===== src/rtl/div8x4_seq.sv =====
// div8x4_seq: sequential restoring divider, 2N-bit dividend by N-bit divisor.
// Produces one quotient bit per clock, MSB first, and finishes after 2N steps.
//
// Ports:
//   clk          rising-edge clock
//   rst          asynchronous, active-high reset
//   start        request, sampled only while busy=0
//   dividend     2N-bit numerator, latched on an accepted start
//   divisor      N-bit denominator, latched on an accepted start
//   busy         high while a division is in progress
//   done         one-cycle pulse when quotient/remainder are updated
//   quotient     2N-bit registered quotient, held until the next completion
//   remainder    N-bit registered remainder, held until the next completion
//   div_by_zero  registered divide-by-zero flag, valid with done
//
// Optional feature: define DIV8X4_DZ_FAST_EN to finish a divide-by-zero one
// cycle after acceptance with div_by_zero=1. Without it the flag is tied 0
// and a zero divisor runs the full 2N steps to the same quotient/remainder.

module div8x4_seq #(
  parameter int N = 4
) (
  input  logic           clk,
  input  logic           rst,
  input  logic           start,
  input  logic [2*N-1:0] dividend,
  input  logic [N-1:0]   divisor,
  output logic           busy,
  output logic           done,
  output logic [2*N-1:0] quotient,
  output logic [N-1:0]   remainder,
  output logic           div_by_zero
);

  localparam int CW = $clog2(2 * N);
  localparam logic [CW-1:0] LAST = CW'(2 * N - 1);

  typedef enum logic {
    S_IDLE,
    S_RUN
  } state_t;

  state_t         r_state;
  // Dividend shifts out at the MSB while quotient bits shift in at the LSB,
  // so after 2N steps this register holds the full quotient.
  logic [2*N-1:0] r_acc;
  logic [N-1:0]   r_dvs;
  // Only the low N bits of the partial remainder survive a step: after a
  // subtraction it is below the divisor, and the top bit of a trial value
  // is shifted out on the next step anyway.
  logic [N-1:0]   r_rem;
  logic [CW-1:0]  r_cnt;

  logic [N:0]     w_trial;
  logic           w_ge;
  logic [N-1:0]   w_rem_nxt;
  logic [2*N-1:0] w_acc_nxt;

  assign w_trial   = {r_rem, r_acc[2*N-1]};
  assign w_ge      = (w_trial >= {1'b0, r_dvs});
  assign w_rem_nxt = w_ge ? N'(w_trial - {1'b0, r_dvs})
                          : w_trial[N-1:0];
  assign w_acc_nxt = {r_acc[2*N-2:0], w_ge};

`ifdef DIV8X4_DZ_FAST_EN
  logic r_dz;

  always_ff @(posedge clk or posedge rst) begin
    if (rst) begin
      r_state     <= S_IDLE;
      r_acc       <= '0;
      r_dvs       <= '0;
      r_rem       <= '0;
      r_cnt       <= '0;
      r_dz        <= 1'b0;
      busy        <= 1'b0;
      done        <= 1'b0;
      quotient    <= '0;
      remainder   <= '0;
      div_by_zero <= 1'b0;
    end else begin
      done <= 1'b0;
      case (r_state)
        S_IDLE: begin
          if (start) begin
            r_acc   <= dividend;
            r_dvs   <= divisor;
            r_rem   <= '0;
            r_cnt   <= '0;
            r_dz    <= (divisor == '0);
            busy    <= 1'b1;
            r_state <= S_RUN;
          end
        end
        S_RUN: begin
          if (r_dz) begin
            // Same values the natural algorithm would reach, one cycle in.
            quotient    <= '1;
            remainder   <= r_acc[N-1:0];
            div_by_zero <= 1'b1;
            done        <= 1'b1;
            busy        <= 1'b0;
            r_state     <= S_IDLE;
          end else begin
            r_acc <= w_acc_nxt;
            r_rem <= w_rem_nxt;
            r_cnt <= r_cnt + 1'b1;
            if (r_cnt == LAST) begin
              quotient    <= w_acc_nxt;
              remainder   <= w_rem_nxt;
              div_by_zero <= 1'b0;
              done        <= 1'b1;
              busy        <= 1'b0;
              r_state     <= S_IDLE;
            end
          end
        end
        default: r_state <= S_IDLE;
      endcase
    end
  end
`else
  assign div_by_zero = 1'b0;

  always_ff @(posedge clk or posedge rst) begin
    if (rst) begin
      r_state   <= S_IDLE;
      r_acc     <= '0;
      r_dvs     <= '0;
      r_rem     <= '0;
      r_cnt     <= '0;
      busy      <= 1'b0;
      done      <= 1'b0;
      quotient  <= '0;
      remainder <= '0;
    end else begin
      done <= 1'b0;
      case (r_state)
        S_IDLE: begin
          if (start) begin
            r_acc   <= dividend;
            r_dvs   <= divisor;
            r_rem   <= '0;
            r_cnt   <= '0;
            busy    <= 1'b1;
            r_state <= S_RUN;
          end
        end
        S_RUN: begin
          r_acc <= w_acc_nxt;
          r_rem <= w_rem_nxt;
          r_cnt <= r_cnt + 1'b1;
          if (r_cnt == LAST) begin
            quotient  <= w_acc_nxt;
            remainder <= w_rem_nxt;
            done      <= 1'b1;
            busy      <= 1'b0;
            r_state   <= S_IDLE;
          end
        end
        default: r_state <= S_IDLE;
      endcase
    end
  end
`endif

endmodule


===== config.mk =====
export PLATFORM = sky130hd
export DESIGN_NAME = div8x4_seq
export DESIGN_NICKNAME = d
export VERILOG_FILES = /design/src/rtl/div8x4_seq.sv
export SDC_FILE = /design/constraint.sdc
export NUM_CORES = 1
export LEC_CHECK = 0
export ABC_AREA = 0
export CAP_MARGIN = 20
export CORE_MARGIN = 2
export CORE_UTILIZATION = 51
export CTS_CLUSTER_SIZE = 24
export DETAILED_ROUTE_END_ITERATION = 10
export PLACE_DENSITY = 0.78
export SLEW_MARGIN = 20
export SYNTH_ARGS = -nofsm -noshare
export SYNTH_HDL_FRONTEND = slang
export SYNTH_SLANG_ARGS = --single-unit

===== constraint.sdc =====
create_clock -name clk -period 2.11 [get_ports clk]
set_input_delay 0.422 -clock clk [delete_from_list [all_inputs] [get_ports clk]]
set_output_delay 0.422 -clock clk [all_outputs]
set_load 0.005 [all_outputs]

==> flow_results.org, run 1 <==
** Detailed routing
- After detailed routing, the number of vias per cell comes to 5.30.
- The detailed router finished its first iteration with 38 violations.
- The first detailed-routing pass ran for 4 iterations.
- Via count :: roughly 1200
- In the routed design, unresolved DRC markers number 0.
- Final wirelength :: around 3300 microns
- Antenna Violating Nets Remaining :: 0
- Detail-routed net length per standard cell :: around 14 microns

** Place
- Routability-driven placement finished with a final weighted congestion of 0.806.
- Final HPWL DP :: roughly 2500 microns
- At the placement stage, the worst setup path has a slack of roughly 340 ps.
- Placed instance area :: 1980 sq um
- Port buffering added 28 buffers.

** Timing
- Setup repair after global routing left no endpoint under its margin.
- Final setup violation count :: 0
- Worst setup skew after layout :: about 8.7 ps
- Max Clk Rate :: 561 MHz
- Summed over all failing endpoints, the final setup total negative slack is 0 ps.
- Final Hold Fails :: 0
- The worst path uses 84.5% of the clock period.
- The worst path in the final design needs a cycle of 1780 ps, including I/O delays and setup.
- The number of max-slew violations in the final report was 0.
- Once routing completed, OpenROAD measured the worst setup slack at 327 ps.

** Critical path
- Crit path arrival time :: 1980 ps
- For the worst setup path, the data required time is around 2300 ps.
- Startpoint type of the worst setup path :: flop
- Worst setup path class :: reg -> reg
- Crit end category :: flop
- Maximum fanout encountered on the critical timing path :: 5

** Pwr
- Power spread over the standard cell area amounts to ~1700 nW/um^2.
- The analysis attributes to cell leakage a power of 0.000921 uW.
- The design draws ~3400 uW.
- Across the VDD grid, the largest voltage drop is 0.000800 V.

** Synth
- Unique masters post-synth :: 38
- In this run the mean area of a mapped cell was between 10 and 15 sq um.
- The Yosys step of the flow raised 0 warnings.
- Synthesized flop and latch total :: 34
- Library cell with the largest summed area after synthesis :: dfrtp_1
- Sequential cells were found to cover 51.6% of the synthesized design area.
- Syn Nets :: between 150 and 200
- Main area contributors after synthesis :: dfrtp_1 52%, mux2_2 6.2%, nand2_1 5.0%
- Number of standard cells after synthesis :: about 150
- The top cell type by area accounts for between 50% and 60% of the synthesized area.
- Netlist Area Pre-Place :: between 1500 and 2000 sq um

** Clock tree
- Latest clock arrival within the worst-skew pair :: 330 ps
- The number of setup buffers added after CTS is 0.
- Root buffer selected by CTS :: clkbuf_4
- The H-tree was split into 2 levels.
- Clock tree from TritonCTS :: yes
- Worst-path clk slew :: ~110 ps
- Counting every sink on the clock net gives 34.
- Cts-stage hold buffer count :: 0
- No sink is reached through more buffers than the 2 on the longest clock path.
- Number of CTS-inserted buffers :: 5
- Gates resized during post-CTS repair numbered 0.

** Job
- Across the run, the number of max-cap violations was 0.

** Final layout
- Diode insertion count for antenna repair :: 0
- The area growth from synthesis to layout is 23.8%.
- Summing all non-filler instances in the final layout gives an area of a little over 2000 sq um.
- Of the cells placed in the final design, the portion with a size suffix greater than 1 is approximately 17%.
- Cells fill 66.8% of the core in the end.
- After the last flow step, the layout net total stands at 207.

** Floorplanning
- The floorplan step set the die width to 60.8 microns.
- The floorplan step defined a die boundary enclosing 3700 sq um.
- In this run the core area contains 20 standard-cell rows.
- During I/O placement, the number of pins put on the boundary was 30.
- Placeable Area :: slightly above 3000 sq um
- Initial Utilization :: 54.0%
- Vert. Die Dim :: 60.8 microns

** Global routing
- Number of global-route vias before repair :: 1225
- Pin count of the biggest net entering global routing :: 35
- Global-route wire length before repair :: 5440 microns
- In the global route stage, overall resource usage came out at 20.4%.
- The number of antenna violations at the first check in global routing was 0.
- Total congestion overflow after global routing :: 0

** Worst hold path
- Tightest Hold Check Type :: in -> async

** Outcome
- Result of the run :: finished clean
[layout make-up]
cell class                      count  area, sq um
Fill cell                         266         1010
Sequential cell                    34          851
Multi-Input combinational cell    102          727
Timing Repair Buffer               32          310
Clock buffer                        7         55.1
Tap cell                           44         55.1
Inverter                           10         37.5
Clock inverter                      1         5.00
[final timing paths]
path	cells past startpoint	from	endpoint	slack, ps
worst max-delay path	5	r_rem[1]	remainder[2]	330
worst min-delay path	3	rst	done	490
worst max register to register	5	r_rem[1]	remainder[2]	330
worst min register to register	2	quotient[0]	quotient[0]	490
max in group asynchronous	3	rst	r_cnt[0]	1320
min in group clk	2	quotient[0]	quotient[0]	490
[power breakdown]
part	switching, uW	leakage [uW]	total [uW]	internal (uW)
clock	209	0.0000353	370	161
combinational	887	0.000483	1830	943
sequential	242	0.000402	1240	996
total	1340	0.000921	3440	2100
[state kept, by name, summed over array words and instances (netlist names)]
register   cells
r_state        1
r_dvs          4
r_rem          4
remainder      4
busy           1
quotient       8
done           1
r_cnt          3
r_acc          8
[placed cells by master, fill, tap and decap left out, drive strengths merged, types with 2 or more instances in the layout]
master,count
nor2b,2
buf,4
mux2,9
nand2,23
a21oi,4
o31ai,3
clkbuf,7
ha,6
and3,2
a31o,2
mux2i,7
dfrtp,34
nor2,8
nand3,3
o21ai,17
clkdlybuf4s50,28
nor3,2
inv,10
[Yosys cell counts]
cell	count
a211o_4	1
and3_1	2
a31o_1	2
nor2_1	7
and2_1	1
mux2i_1	7
o21a_4	1
clkbuf_1	4
nand3b_1	1
o31ai_1	3
conb_1	1
inv_1	9
a311o_1	1
buf_4	1
mux2_2	9
fa_1	1
nor3_1	2
o21ai_1	1
dfrtp_1	34
inv_2	1
or2_4	1
o21ai_0	15
ha_1	6
nor2b_1	2
a21oi_1	2
nand2_2	1
a31oi_1	1
a211oi_1	1
buf_2	2
nand2_1	22
o32ai_1	1
a21oi_2	2
nor4_4	1
a21boi_2	1
xor2_1	1
o21ai_2	1
nor2_2	1
nand3_1	3
[per-stage QoR]
| stage | hold slack (ps) | std cells |
|---|---|---|
| global placement | 466 | 222 |
| global route | 522 | 230 |
| CTS | 493 | 230 |
| detailed placement | 470 | 222 |
| floorplan | 463 | 153 |
| finish | 486 | 230 |
[layer usage]
layer / global-route usage [%] / vias to the layer above / wire, microns
met5: 0 / - / 0
met4: 8.07 / 0 / 74
met3: 6.40 / 10 / 176
met2: 33.9 / 44 / 1660
met1: 24.7 / 577 / 1390
li1: - / 588 / -
[worst max-delay path: stages, from the launching register on]
cell and delay [ps]:
dfrtp_1 420, ha_1 340, or2_4 260, a211o_4 370, a21oi_2 160, o31ai_1 100
[cells by family (layout without fill, tap and decap cells)]
| logic type | count (synthesis) | count (layout) | synth area share [%] |
|---|---|---|---|
| simple gates | 44 | 44 | 13.1 |
| flops | 34 | 34 | 51.6 |
| compound gates | 33 | 33 | 14.1 |
| buf+inv | 17 | 50 | 4.25 |
| mux | 16 | 16 | 10.4 |
| fa+ha+maj | 7 | 7 | 5.77 |
| other cells | 1 | 1 | 0.228 |
| xor+xnor | 1 | 1 | 0.532 |
Power figures use the tool's default switching activity.
==> run 2, diff against run 1 <==
==> constraint.sdc (replaced) <==
create_clock -name clk -period 1.7 [get_ports clk]
set_input_delay 0.34 -clock clk [delete_from_list [all_inputs] [get_ports clk]]
set_output_delay 0.34 -clock clk [all_outputs]
set_load 0.005 [all_outputs]
==> run 2 against run 1 <==
Net effect: worst setup slack lost 330 ps; largest power group unchanged; die area is the same; global-route usage grew 1.4 points; first-iteration DRC count grew 13%; clock power grew 15%; final cell count grew 3.0%; hold slack lost 100 ps.
==> flow_results.org, run 2 (synthesis gave the netlist of run 1 again) <==
** Final layout
- Final Non-Filler Cells :: 237
- Fraction of layout instances using a drive strength above 1 :: 26.4%
- Most frequent cells in the layout :: 34 x dfrtp_1, 28 x clkdlybuf4s50_1, 21 x nand2_1
- The library cell used most frequently in the layout, excluding fill and tap cells, is dfrtp_1.
- Diode insertion count for antenna repair :: 0
- Layout overhead on the synthesized area :: 31.8%
- Final Net Count :: around 220
- Registers with the most flip-flops :: quotient x8, r_acc x8

** Detailed routing
- Post-route DRC :: 0
- Via count :: 1279
- The first routing iteration left 43 violations.
- Iteration count of the initial detailed-routing pass :: 4
- Detail-routed net length per standard cell :: 15.8 microns
- After detailed routing, the number of vias per cell comes to roughly 5.4.
- For this block, the routed nets add up to 3750 microns of wire.
- Once detail routing completed, the nets flagged for antenna violations numbered 0.

** Floorplanning
- The floorplan step set the die width to 60.8 microns.
- Placeable Area :: 3050 sq um
- Vert. Die Dim :: 60.8 microns
- Row cnt :: 20
- Initial Utilization :: 54.0%
- Die area :: 3700 sq um
- In this run the count of I/O pins placed on the die edge is 30.

** Global routing
- Overall track demand over capacity in global routing :: 21.8%
- Summed over all layers, the global routing overflow is 0.
- Initial antenna violation count :: 0
- Pin count of the biggest net entering global routing :: 35
- Global-route wire length before repair :: 5760 microns
- Number of global-route vias before repair :: 1279

** Critical path
- STA puts the critical path data required time at roughly 2000 ps.
- Sequence of cells on the critical path :: ha_4 -> buf_4 -> nand3b_1 -> nand2_1 -> mux2_4 -> o31ai_2
- Max stage delay on crit path :: 430 ps
- Counting both buffers and inverters, the worst setup path holds a total of 1.
- Maximum fanout encountered on the critical timing path :: 3
- Crit end category :: flop
- Kind of cell adding the most delay to the critical path :: flip-flops
- Master of the slowest instance on the critical path :: dfrtp_1
- For flop-to-flop paths, the worst setup slack is 0.2 ps.
- Startpoint type of the worst setup path :: flop
- Crit path arrival time :: 1950 ps
- Worst setup path class :: reg -> reg

** Place
- Final weighted congestion of routability-driven global placement :: approximately 0.92
- Final HPWL DP :: roughly 2600 microns
- PortBufs :: 28
- Cell Count Post-Placement :: approximately 230
- Worst setup slack after placement :: around 13 ps

** Timing
- Final Hold Fails :: 0
- Final setup violation count :: 0
- Setup TNS :: 0 ps
- Setup slack on the critical path of the routed design comes to 0.240 ps.
- Post-layout min period :: 1700 ps
- In the finished design, the share of the clock period the worst path needs comes to 100%.
- Worst setup skew after layout :: ~10 ps
- Tightest hold margin :: 386 ps
- Max Clk Rate :: roughly 590 MHz
- The number of max-slew violations in the final report was 0.

** Clock tree
- Clock-pin slew was measured on the worst setup and hold paths at 110 ps.
- Number of clock sinks seen by CTS :: 34
- Clock tree from TritonCTS :: yes
- Worst-case clock buffer depth :: 2
- Number of CTS-inserted buffers :: 5
- In this run the number of H-tree levels came out at 2.
- Root buffer selected by CTS :: clkbuf_4
- Latest clock arrival within the worst-skew pair :: approximately 340 ps

** Job
- The tool flagged a number of max-cap violations equal to 0.

** Pwr
- Leakage :: approximately 0.00097 uW
- For this design the ratio of total power to cell area is 2200 nW/um^2.
- IR analysis of the VDD net gives a maximum drop of between 0.0008 and 0.0009 V.

** Outcome
- Result of the run :: finished clean

** Worst hold path
- In this run the worst hold path is classified as in -> async.
-- run 2: power breakdown --
group	total, uW	internal, uW	switching [uW]
clock network	426	149	277
registers	1530	1240	297
logic	2810	1470	1340
total	4770	2850	1910
-- run 2: per-stage QoR --
stage	cell area (sq um)	power, uW	util (%)
finish	2170	4770	71.1
floorplan	1650	3050	-
global placement	2030	3790	66.6
global route	2170	5160	71.1
detailed placement	2030	3950	66.6
CTS	2080	4390	68.2
-- run 2: per-layer routing --
layer  vias to the layer above  track usage (%)  routed length (microns)  share of wire [%]
met1                       638             25.9                     1550                 41
met5                         -                0                        0                  0
li1                        605                -                        -                  -
met2                        27             36.4                     1970                 53
met3                         9             6.82                      151                4.0
met4                         0             9.32                       82                2.2
-- run 2: repair_timing --
item	in CTS	in global routing
pin swaps	0	4
hold buffers	0	0
resized for setup	2	15
gates cloned	0	0
buffers inserted	0	1
endpoints found under the setup margin	1	7
-- run 2: layout make-up --
type                       count  area [sq um]
fill                         249           881
tap                           44          55.1
multi-input combinational    102           811
clock inverter                 2          10.0
timing repair buffer          40           370
inverter                      10          37.5
sequential                    34           851
clock buffer                   5          37.5
-- run 2: worst register-to-register path, cell delays in order, from the launching register on --
cell and delay (ps):
dfrtp_1 430, ha_4 280, buf_4 130, nand3b_1 110, nand2_1 110, mux2_4 320
o31ai_2 230
-- run 2: worst paths after layout --
| check | startpoint | to | depth (start not counted) |
|---|---|---|---|
| setup / recovery | r_rem[1] | r_rem[3] | 6 |
| hold / removal | rst | quotient[7] | 3 |
| setup reg to reg | r_rem[1] | r_rem[3] | 6 |
| hold reg to reg | quotient[0] | quotient[0] | 2 |
| max in group asynchronous | rst | remainder[1] | 3 |
| min in group clk | quotient[0] | quotient[0] | 2 |
